File: src/rtl/spi_frame_rx.sv
`default_nettype none
// spi_frame_rx: SPI mode-0 receiver that unpacks a timed frame of 12-bit channels into
// framebuffer writes. Revision 1.0
module spi_frame_rx #(
  parameter int c_ledboards = 30,
  parameter int c_bpc       = 12,
  parameter int c_max_time  = 1024,
  localparam int c_channels = c_ledboards * 32,
  localparam int c_addr_w   = $clog2(c_channels),
  localparam int c_time_w   = $clog2(c_max_time)
) (
  input  logic                i_clk,
  input  logic                i_rstn,
  input  logic                i_dck,
  input  logic                i_cs,
  input  logic                i_mosi,
  output logic                o_wen,
  output logic [c_addr_w-1:0] o_waddr,
  output logic [c_bpc-1:0]    o_wdata,
  output logic [c_time_w-1:0] o_time,
  output logic                o_done,
  output logic                o_err,
  output logic                o_busy
);

  localparam logic [c_addr_w-1:0] c_last_addr  = c_addr_w'(c_channels - 1);
  localparam logic [15:0]         c_time_lim16 = 16'(c_max_time - 1);
  localparam logic [c_time_w-1:0] c_time_lim   = c_time_w'(c_max_time - 1);

  typedef enum logic [1:0] {
    IDLE = 2'd0,
    HDR  = 2'd1,
    DATA = 2'd2,
    TAIL = 2'd3
  } state_t;

  state_t state, state_n;

  logic [2:0]          dck_sync, cs_sync, mosi_sync;
  logic                dck_rise, cs_fall, cs_rise;
  logic                bit_valid, byte_done, start;
  logic [2:0]          bit_cnt;
  logic [6:0]          shift;
  logic [7:0]          byte_in;
  logic                hdr_idx;
  logic [7:0]          time_hi;
  logic [15:0]         hdr_word;
  logic [1:0]          phase;
  logic [7:0]          b0;
  logic [3:0]          nib;
  logic [c_addr_w-1:0] addr;
  logic                wr, done_n, err_n, load_time;
  logic [c_bpc-1:0]    wr_data;

  // mosi is taken from the oldest stage: it lines up with the pre-edge dck sample,
  // and mode-0 data is stable for several clk cycles around the rising edge.
  assign dck_rise  = dck_sync[1] & ~dck_sync[2];
  assign cs_fall   = cs_sync[2] & ~cs_sync[1];
  assign cs_rise   = ~cs_sync[2] & cs_sync[1];
  assign byte_in   = {shift, mosi_sync[2]};
  assign bit_valid = dck_rise & ~cs_sync[1] & (state != IDLE);
  assign byte_done = bit_valid & (bit_cnt == 3'd7);
  assign hdr_word  = {time_hi, byte_in};
  assign start     = cs_fall & ((state == IDLE) | (state == TAIL));
  assign o_busy    = (state == HDR) | (state == DATA);

  always_ff @(posedge i_clk or negedge i_rstn) begin
    if (!i_rstn) state <= IDLE;
    else         state <= state_n;
  end

  always_comb begin
    state_n   = state;
    wr        = 1'b0;
    wr_data   = '0;
    done_n    = 1'b0;
    err_n     = 1'b0;
    load_time = 1'b0;
    case (state)
      IDLE: begin
        if (cs_fall) state_n = HDR;
      end
      HDR: begin
        if (cs_rise) begin
          err_n   = 1'b1;
          state_n = IDLE;
        end else if (byte_done && hdr_idx) begin
          load_time = 1'b1;
          state_n   = DATA;
        end
      end
      DATA: begin
        if (cs_rise) begin
          err_n   = 1'b1;
          state_n = IDLE;
        end else if (byte_done && (phase != 2'd0)) begin
          wr      = 1'b1;
          wr_data = (phase == 2'd1) ? {b0, byte_in[7:4]} : {nib, byte_in};
          if (addr == c_last_addr) begin
            done_n  = 1'b1;
            state_n = TAIL;
          end
        end
      end
      TAIL: begin
        if (cs_rise) state_n = IDLE;
      end
      default: state_n = IDLE;
    endcase
  end

  always_ff @(posedge i_clk or negedge i_rstn) begin
    if (!i_rstn) begin
      dck_sync  <= '0;
      cs_sync   <= '0;
      mosi_sync <= '0;
      o_wen     <= 1'b0;
      o_waddr   <= '0;
      o_wdata   <= '0;
      o_time    <= '0;
      o_done    <= 1'b0;
      o_err     <= 1'b0;
      bit_cnt   <= '0;
      shift     <= '0;
      hdr_idx   <= 1'b0;
      time_hi   <= '0;
      phase     <= '0;
      b0        <= '0;
      nib       <= '0;
      addr      <= '0;
    end else begin
      dck_sync  <= {dck_sync[1:0], i_dck};
      cs_sync   <= {cs_sync[1:0], i_cs};
      mosi_sync <= {mosi_sync[1:0], i_mosi};
      o_wen     <= wr;
      o_done    <= done_n;
      o_err     <= err_n;
      if (load_time)
        o_time <= (hdr_word > c_time_lim16) ? c_time_lim : hdr_word[c_time_w-1:0];
      if (wr) begin
        o_waddr <= addr;
        o_wdata <= wr_data;
      end
      // A new frame discards any partial byte left by an aborted one.
      if (start) begin
        bit_cnt <= '0;
        hdr_idx <= 1'b0;
        phase   <= '0;
        addr    <= '0;
      end else if (bit_valid) begin
        shift   <= byte_in[6:0];
        bit_cnt <= bit_cnt + 3'd1;
        if (byte_done && (state == HDR)) begin
          hdr_idx <= 1'b1;
          time_hi <= byte_in;
        end
        if (byte_done && (state == DATA)) begin
          case (phase)
            2'd0: begin
              b0    <= byte_in;
              phase <= 2'd1;
            end
            2'd1: begin
              nib   <= byte_in[3:0];
              phase <= 2'd2;
            end
            default: phase <= 2'd0;
          endcase
          if (wr) addr <= (addr == c_last_addr) ? '0 : addr + 1'b1;
        end
      end
    end
  end

endmodule
`default_nettype wire

File: config.mk
export PLATFORM = sky130hd
export DESIGN_NAME = spi_frame_rx
export DESIGN_NICKNAME = d
export VERILOG_FILES = /design/src/rtl/spi_frame_rx.sv
export SDC_FILE = /design/constraint.sdc
export NUM_CORES = 1
export LEC_CHECK = 0
export CAP_MARGIN = 20
export CORE_MARGIN = 2
export CORE_UTILIZATION = 45
export CTS_CLUSTER_DIAMETER = 40
export CTS_CLUSTER_SIZE = 14
export DETAILED_ROUTE_END_ITERATION = 6
export DONT_BUFFER_PORTS = 1
export PLACE_DENSITY_LB_ADDON = 0.15
export SYNTH_ARGS = -nofsm -noshare
export SYNTH_HDL_FRONTEND = slang
export SYNTH_SLANG_ARGS = --single-unit
File: constraint.sdc
create_clock -name i_clk -period 2 [get_ports i_clk]
set_input_delay 0.4 -clock i_clk [delete_from_list [all_inputs] [get_ports i_clk]]
set_output_delay 0.4 -clock i_clk [all_outputs]
set_load 0.02 [all_outputs]
Yosys cells after proc, flatten, opt, wreduce, memory -nomap -nowiden --
Cells that the tools add are included.
Cells by class: $lt $le $gt $ge 1, bitwise gates (word level) 13, equality and inequality tests 11, reductions and logical operators 21, add/subtract/negate cells 2, muxes and demuxes 39
Operators by type and width (count):
- 2-to-1 mux 10 bit | 6
- 2-to-1 mux 12 bit | 4
- 2-to-1 mux 2 bit | 10
- greater-than comparator 16 x 10 -> 1 bit (second input constant) | 1
- 2-to-1 mux 1 bit | 15
- nonzero test 2 bit | 6
- adder 10 x 1 -> 10 bit (second input constant) | 1
- equality test 10 bit (second input constant) | 1
- inequality test 3 x 2 -> 1 bit (second input constant) | 3
- case mux 2 bit (4 select lines) | 1
- AND reduction 4 bit | 2
- bitwise AND 1 bit | 7
- 2-to-1 mux 3 bit | 2
- AND reduction 2 bit | 3
- AND reduction 3 bit | 2
- AND reduction 5 bit | 1
- equality test 2 x 1 -> 1 bit (second input constant) | 2
- equality test 2 bit (second input constant) | 2
- logical AND 1 bit | 4
- logical NOT 2 bit | 2
- inequality test 2 bit (second input constant) | 2
- inverter 1 bit | 4
- case mux 2 bit (2 select lines) | 1
- adder 3 x 1 -> 3 bit (second input constant) | 1
- other kinds (3) | 4
Storage, ports and cells: output and inout bits 36, bits of input ports 5, register bits 89

Logic depth before layout (Yosys ltp) --
Gate-level depths: netlist of run 1.
depth after elaboration 13, depth in mapped cells 9

Worst setup path before layout of run 1 --
Ideal clock, no wire load.
path type flip-flop to flip-flop, from register state[0], to register b0[0], setup time 125 ps, required time 1875 ps, clock period less this slack 2249 ps, data arrival time 2124 ps, stages on the path, launching flop included 7, path slack -249 ps, path buffers 0, cell sequence dfrtp_1 > inv_1 > ha_1 > nor4b_4 > nand3_1 > nor4_4 > mux2_2
Between the ends: cells in the longest elaborated chain, start to end 5
RTL lines:
- from (decl) | line 37 | state_t state, state_n;
- from (signal assigned) | line 69 | else state <= state_n;
- equality test 2 bit (tied with other cells) | line 64 | assign start = cs_fall & ((state == IDLE) | (state == TAIL));
- bitwise OR 1 bit / bitwise AND 1 bit (equally long branches) | line 64, 61
- bitwise AND 1 bit (on tied branches) | line 64, 62
- inverter 1 bit (no line) / logical AND 1 bit (equally long branches)
- AND reduction 4 bit (no line) *
- to (signal assigned) | line 160 | b0 <= byte_in;
- to (decl) | line 49 | logic [7:0] b0;
Every way passes the cells marked *; elsewhere a longest branch is shown, timed or not. A chain may end at the register's enable or synchronous reset.

Final worst setup path of run 1 --
from register state[0], to register state[1]
Between the ends: cells in the longest elaborated chain, start to end 6
RTL lines:
- nonzero test 2 bit | line 61 | assign bit_valid = dck_rise & ~cs_sync[1] & (state != IDLE);
- bitwise AND 1 bit | line 61
- bitwise AND 1 bit | line 62 | assign byte_done = bit_valid & (bit_cnt == 3'd7);
- logical AND 1 bit (on tied branches) | line 96, 87
- inequality test 3 x 2 -> 1 bit (no line)
- AND reduction 5 bit (no line)
Several ways; a longest one is shown, not always the timed one.

==> summary.txt, run 1 <==
Floorplan
  – Initial core utilization: 46.0%
  – # rows: 33
  – Full die area: between 9000 and 10000 sq um
  – Die span in x: between 90 and 100 um
  – Die Height: roughly 95 um
  – CORE AREA: ~8000 sq um
  – Ports: 41

Clocking
  – Worst-path clk slew: ~0.1 ns
  – CTS tree: yes
  – Total CTS buffers: 9
  – Root Buffer: clkbuf_8
  – H-tree lvl count: 3
  – Sink Count: 89
  – Clk_lat worst skew: between 0.3 and 0.4 ns
  – CTS max path bufs: 2

Worst setup path
  – Critical path's largest stage delay: about 0.37 ns
  – Largest delay share family, worst path: simple AND/OR/NAND/NOR gates
  – Critical R2R Launch: state[0]
  – Reg2reg end: state[1]
  – R2r setup slk: approximately 0.017 ns
  – WP data required: between 2 and 2.5 ns
  – Slowest CP cell: dfrtp_1
  – Worst reg-to-reg path cell count: 7
  – Critical Path AT: ~2.2 ns
  – Buf/Inv on CP: 1
  – CP Capture Type: flop
  – Worst-path cell chain: inv_2 > ha_4 > nor4b_4 > nand2_2 > or3_1 > mux2_2 > o32ai_1
  – CP max FO: 4
  – Crit Path Category: reg -> reg
  – Startpoint types: flop

Synthesis
  – YS warnings: 0
  – Register area share after synthesis: a little under 60%
  – Synth Net Count: 348
  – Cell Area, Synth: roughly 3700 sq um
  – Yosys reg bits: 89
  – Synth unique cells: 38
  – Synth top area share: between 50 and 60%
  – Synth area leaders: dfrtp_1 (60%), mux2_2 (8.4%), nand2_1 (5.7%)
  – Cell taking the most area after synthesis: dfrtp_1
  – Post-synth EDFFs: 0
  – Most used flip-flop cell after synthesis: dfrtp_1
  – Asr flop ratio synth: 100%
  – Post-Syn Instances: around 340
  – Synth Area per Inst: 11.2 sq um

Power
  – P_leak: 2.05 nW
  – Peak supply drop: slightly below 400 uV
  – PwrDens: 864 nW/um^2
  – Tot Pwr: about 3.8 mW

Routing
  – Final wirelength: 7280 um
  – Post-DR vias/cell: ~5.3
  – Post-DRT Antenna Nets: 0
  – Total vias in the final route: 2494
  – Iter 0 DRT Violations: 64
  – Router iterations before antenna repair: 4
  – Drt wl/cell: 15.3 um
  – Number of remaining DRC errors: 0

STA
  – Final Skew: around 0.015 ns
  – Crit share post-route: ~99%
  – Final setup vio count: 0
  – Final critical-path required period: around 2.0 ns
  – Slew headroom: roughly 78%
  – Hold Slack: -0.290 ns
  – Worst-Margin Slew: roughly 0.32 ns
  – Hold Vio Cnt, Final: 89
  – Unrepaired setup endpoints after global routing: yes
  – Final setup TNS: 0 ns
  – Slew Limit Fails: 0
  – FMAX: 504 MHz

Global routing
  – GRT met1 Usage: roughly a quarter
  – Total GRT Usage: about 18%
  – Vias in the first global route: roughly 2500
  – Gr ovfl total: 0
  – GRT met3 Usage: under 10%
  – Gr busiest metal: met2
  – Met2 Use GR: about a quarter
  – Number of antenna violations at the first check in global routing: 0
  – First-pass GRT wire length: approximately 12000 um
  – Largest net degree at the start of global routing: 90

Placement
  – PortBufs: 0
  – GPL Wtd Cong: about 0.8
  – Placed inst area: roughly 4100 sq um
  – Post-DP HPWL: between 4000 and 5000 um

Finish
  – Nets: between 300 and 400
  – Area Growth Syn to Fin: 17.4%
  – Fraction of layout cells with a size suffix above 1: 23.5%
  – Final instance area: between 4000 and 5000 sq um
  – Most common cell after layout, fill and taps aside: dfrtp_1
  – Antenna cells: 0
  – Most frequent cells in the layout: dfrtp_1 (89), nand2_1 (56), nor2_1 (34)

Hold path
  – Worst min path class: in -> async

Job
  – MaxCap Viol Count: 0

Run status
  – Status: finished, violations left
  – Failing checks: negative hold slack
==> registers in the layout, indices dropped and copies added (netlist names) <==
signal and flops:
dck_sync 3, addr 10, o_done 1, shift 7, b0 8, nib 4, o_waddr 10, o_time 10
phase 2, o_wen 1, cs_sync 3, o_wdata 12, mosi_sync 3, bit_cnt 3, hdr_idx 1, time_hi 8
state 2, o_err 1
==> worst max path at each step <==
stage | end | depth (start not counted) | startpoint
after floorplan | b0[0] | 6 | state[0]
after global placement | addr[6] | 7 | state[0]
final | state[1] | 7 | state[0]
after detailed placement | addr[6] | 7 | state[0]
after CTS | time_hi[5] | 7 | state[0]
after global routing | addr[6] | 7 | state[0]
==> power breakdown <==
part | switching [mW] | internal, mW | leakage, nW | total [mW]
clock network | 0.662 | 0.492 | 0.0822 | 1.15
logic | 0.294 | 0.289 | 0.759 | 0.583
registers | 0.156 | 1.90 | 1.21 | 2.06
total | 1.11 | 2.68 | 2.05 | 3.79
==> cell families after synthesis <==
family | count (synthesis) | synth area share [%]
AND/OR/NAND/NOR | 129 | 16.3
multiplexers | 41 | 11.9
adder cells (fa/ha/maj) | 8 | 2.68
AO/OA/AOI/OAI | 49 | 7.23
XOR/XNOR | 3 | 0.703
flip-flops | 89 | 59.6
buffers and inverters | 16 | 1.64
==> routing by layer <==
layer,vias to the layer above,routed length (um)
met5,-,0
met4,0,145
met3,11,332
met2,51,3100
met1,1223,3700
li1,1209,-
==> final cells by class <==
| class | instances | area, sq um |
|---|---|---|
| inverter | 5 | 18.8 |
| clock inverter | 5 | 40.0 |
| tap | 105 | 131 |
| clock buffer | 11 | 141 |
| sequential | 89 | 2230 |
| multi-input combinational | 230 | 1560 |
| fill | 715 | 3740 |
| timing repair buffer | 30 | 269 |
==> synth_stat cells (2+ instances only) <==
cell type   n
and3_1      2
clkbuf_1   10
xor2_1      2
dfrtp_1    89
nand2b_1    2
nand3_1     7
nand4_1     3
or3_1       3
nor3_1      4
mux2_2     28
o21a_1      2
nand2_1    57
mux2i_1    13
nor2_1     35
and2_1      4
ha_1        8
o21ai_0    18
or4_1       2
a21oi_1    23
inv_1       5
==> timing repair <==
action | CTS | global route
cloned | 0 | 0
endpoints found under the hold margin | 89 | 89
setup buffers | 0 | 5
pin swaps | 0 | 3
resized for setup | 1 | 26
endpoints found under the setup margin | 1 | 39
==> worst register-to-register path, stage by stage, from the launching register on <==
cell	delay [ns]
dfrtp_1	0.37
inv_2	0.07
ha_4	0.17
nor4b_4	0.31
nand2_2	0.11
or3_1	0.35
mux2_2	0.28
o32ai_1	0.22
==> metrics by stage <==
stage	instances	setup WS [ns]	utilization (%)	hold WS [ns]
after floorplan	335	-0.158	-	0.104
after global placement	454	0.0758	50.0	0.106
after detailed placement	454	0.00916	50.0	0.107
after CTS	470	0.00537	52.3	-0.305
after global routing	475	-0.120	54.0	-0.312
final	475	0.0174	54.0	-0.290
(Power assumes the default switching activity.)
==> inputs of run 2 (changes only) <==
--- a/config.mk
+++ b/config.mk
@@ -6,7 +6,7 @@
 export NUM_CORES = 1
 export LEC_CHECK = 0
 export CAP_MARGIN = 20
-export CORE_MARGIN = 2
+export CORE_MARGIN = 5
 export CORE_UTILIZATION = 45
 export CTS_CLUSTER_DIAMETER = 40
 export CTS_CLUSTER_SIZE = 14
==> run 2 against run 1 <==
The run ends with negative hold slack, negative setup slack left. Combinational power up 14%. Highest routed layer unchanged. Die area up 13%. Total power up 6.5%. Count of clock-buffer cells in the layout unchanged. Non-clock buffer count up 5. Clock skew down 0.00079 ns. Sequential power about the same.
==> summary.txt, run 2 (same netlist as run 1, synthesis figures left out) <==
Finish
  – Most common cell after layout, fill and taps aside: dfrtp_1 (unchanged)
  – Nets: 383 (was 378)
  – Layout filler cell count: 721 (was 715)
  – Most flop-heavy register: o_wdata (unchanged)
  – Area Growth Syn to Fin: 18.9% (was 17.4%)
  – Final instance area: 4450 sq um (was 4390 sq um)
  – Most frequent cells in the layout: dfrtp_1 (89), nand2_1 (55), nor2_1 (34) (was dfrtp_1 (89), nand2_1 (56), nor2_1 (34))
  – Fraction of layout cells with a size suffix above 1: 26.7% (was 23.5%)
  – Antenna cells: 0 (unchanged)
  – Max reg flops: 12 (unchanged)

Clocking
  – CTS max path bufs: 2 (unchanged)
  – H-tree lvl count: 3 (unchanged)
  – CTS tree: yes (unchanged)
  – Total CTS buffers: 9 (unchanged)
  – Sink Count: 89 (unchanged)
  – Root Buffer: clkbuf_8 (unchanged)
  – Clk_lat worst skew: 0.35 ns (was 0.37 ns)
  – Worst-path clk slew: 0.10 ns (about the same)

Routing
  – Router iterations before antenna repair: 4 (unchanged)
  – Drt wl/cell: 15.6 um (was 15.3 um)
  – Final wirelength: 7510 um (was 7280 um)
  – Post-DRT Antenna Nets: 0 (unchanged)
  – Post-DR vias/cell: 5.16 (was 5.25)
  – Iter 0 DRT Violations: 95 (was 64)
  – Total vias in the final route: 2476 (was 2494)
  – Number of remaining DRC errors: 0 (unchanged)

Power
  – Peak supply drop: 516 uV (was 396 uV)
  – P_leak: 2.11 nW (was 2.05 nW)
  – PwrDens: 909 nW/um^2 (was 864 nW/um^2)

STA
  – Crit share post-route: 101% (was 99.1%)
  – Final Skew: 0.0145 ns (was 0.0152 ns)
  – Final critical-path required period: 2.02 ns (was 1.98 ns)
  – Unrepaired setup endpoints after global routing: yes (unchanged)
  – Worst-Margin Slew: 0.306 ns (was 0.323 ns)
  – FMAX: 496 MHz (was 504 MHz)
  – Slack of the critical path: -0.0175 ns (was 0.0174 ns)
  – Slew Limit Fails: 0 (unchanged)
  – Hold Slack: -0.273 ns (was -0.290 ns)
  – Slew headroom: 79.5% (was 78.4%)
  – Final setup vio count: 1 (was 0)
  – Hold Vio Cnt, Final: 89 (unchanged)

Floorplan
  – CORE AREA: 8180 sq um (was 8130 sq um)
  – Die span in x: 101 um (was 95.2 um)
  – Initial core utilization: 45.7% (was 46.0%)
  – Full die area: 10200 sq um (was 9060 sq um)
  – Ports: 41 (unchanged)
  – # rows: 33 (unchanged)
  – Die Height: 101 um (was 95.2 um)

Run status
  – Status: finished, violations left (unchanged)
  – Failing checks: negative hold slack, negative setup slack (was negative hold slack)

Global routing
  – Total GRT Usage: 15.7% (was 17.5%)
  – Number of antenna violations at the first check in global routing: 0 (unchanged)
  – First-pass GRT wire length: 12900 um (was 12200 um)
  – Largest net degree at the start of global routing: 90 (unchanged)
  – Vias in the first global route: 2595 (was 2510)
  – Gr ovfl total: 0 (unchanged)

Worst setup path
  – Startpoint types: flop (unchanged)
  – Worst-path cell chain: inv_2 > ha_4 > nor4b_4 > buf_6 > nand2_4 > or3_4 > or4_1 > a21oi_1 (was inv_2 > ha_4 > nor4b_4 > nand2_2 > or3_1 > mux2_2 > o32ai_1)
  – Critical Path AT: 2.30 ns (was 2.24 ns)
  – Crit Path Category: reg -> reg (unchanged)
  – WP data required: 2.29 ns (was 2.26 ns)
  – Critical path's largest stage delay: 0.40 ns (was 0.37 ns)
  – CP Capture Type: flop (unchanged)
  – Slowest CP cell: dfrtp_1 (unchanged)
  – CP max FO: 5 (was 4)

Placement
  – DP Worst Slack: -0.0150 ns (was 0.00916 ns)
  – PortBufs: 0 (unchanged)
  – GPL Wtd Cong: 0.762 (was 0.812)
  – Placed inst area: 4080 sq um (was 4070 sq um)
  – Post-DP HPWL: 4900 um (was 4700 um)

Hold path
  – Worst min path class: in -> async (unchanged)

Job
  – MaxCap Viol Count: 0 (unchanged)
## run 2: cell count changes in the layout (fill, tap and decap cells not counted), moves of 2 or more
cell | previous run | this run
buf_4 | 23 | 30
buf_6 | 5 | 3
clkinvlp_4 | 3 | 0
ha_1 | 7 | 5
ha_2 | 0 | 2
mux2_2 | 11 | 20
mux2_4 | 17 | 8
o21ai_0 | 16 | 14
## run 2: final cells by class
| class | instances | area [sq um] | area share (%) |
|---|---|---|---|
| clock buffers | 11 | 151 | 3.40 |
| multi-input cells | 230 | 1560 | 35.0 |
| inverters | 5 | 18.8 | 0.422 |
| well taps | 105 | 131 | 2.95 |
| clock inverters | 5 | 61.3 | 1.38 |
| repair buffers | 35 | 299 | 6.72 |
| flip-flops and latches | 89 | 2230 | 50.1 |
## run 2: final timing paths
kind / start / end / slack [ns] / cells after the start
worst max-delay path: state[1] / addr[6] / -0.02 / 8
worst min-delay path: i_rstn / o_waddr[6] / -0.27 / 0
worst max register to register: state[1] / addr[6] / -0.02 / 8
worst min register to register: cs_sync[0] / cs_sync[1] / 0.35 / 0
max in group asynchronous: i_rstn / dck_sync[2] / 2.11 / 0
min in group i_clk: i_dck / dck_sync[0] / 0.07 / 0
## run 2: critical path: cells and delay by family (launching register included)
kind	cells	cell delay, ns
and+or+nand+nor	4	1.00
adders and majority gates	1	0.17
DFF	1	0.40
AOI/OAI and AO/OA	1	0.13
buffers and inverters	2	0.24
## run 2: power by group
part           switching, mW  internal [mW]
clock network          0.661          0.656
registers              0.158           1.90
logic                  0.328          0.338
total                   1.15           2.89
## run 2: metrics by stage
step                      hold WS (ns)  setup TNS [ns]  total power [mW]  instances  util, %
after floorplan                  0.104           -2.44              2.45        335        -
after global placement           0.107               0              2.66        455     49.8
after detailed placement         0.107         -0.0212              2.67        455     49.8
after CTS                       -0.289               0              4.01        473     52.7
after global routing            -0.305          -0.232              4.25        480     54.4
final                           -0.273         -0.0175              4.04        480     54.4
## run 2: metal layers
metal  global-route usage (%)  part of all wire [%]
met1                     23.0                    49
met2                     22.8                    45
met3                     3.99                   5.2
met4                     5.52                   1.3
met5                        0                     0
## run 2: repair_timing
action | 4_1_cts | 5_1_grt
endpoints found under the hold margin | 89 | 89
endpoints found under the setup margin | 5 | 28
pin swaps | 0 | 1
resized for setup | 2 | 24
buffers inserted | 2 | 7
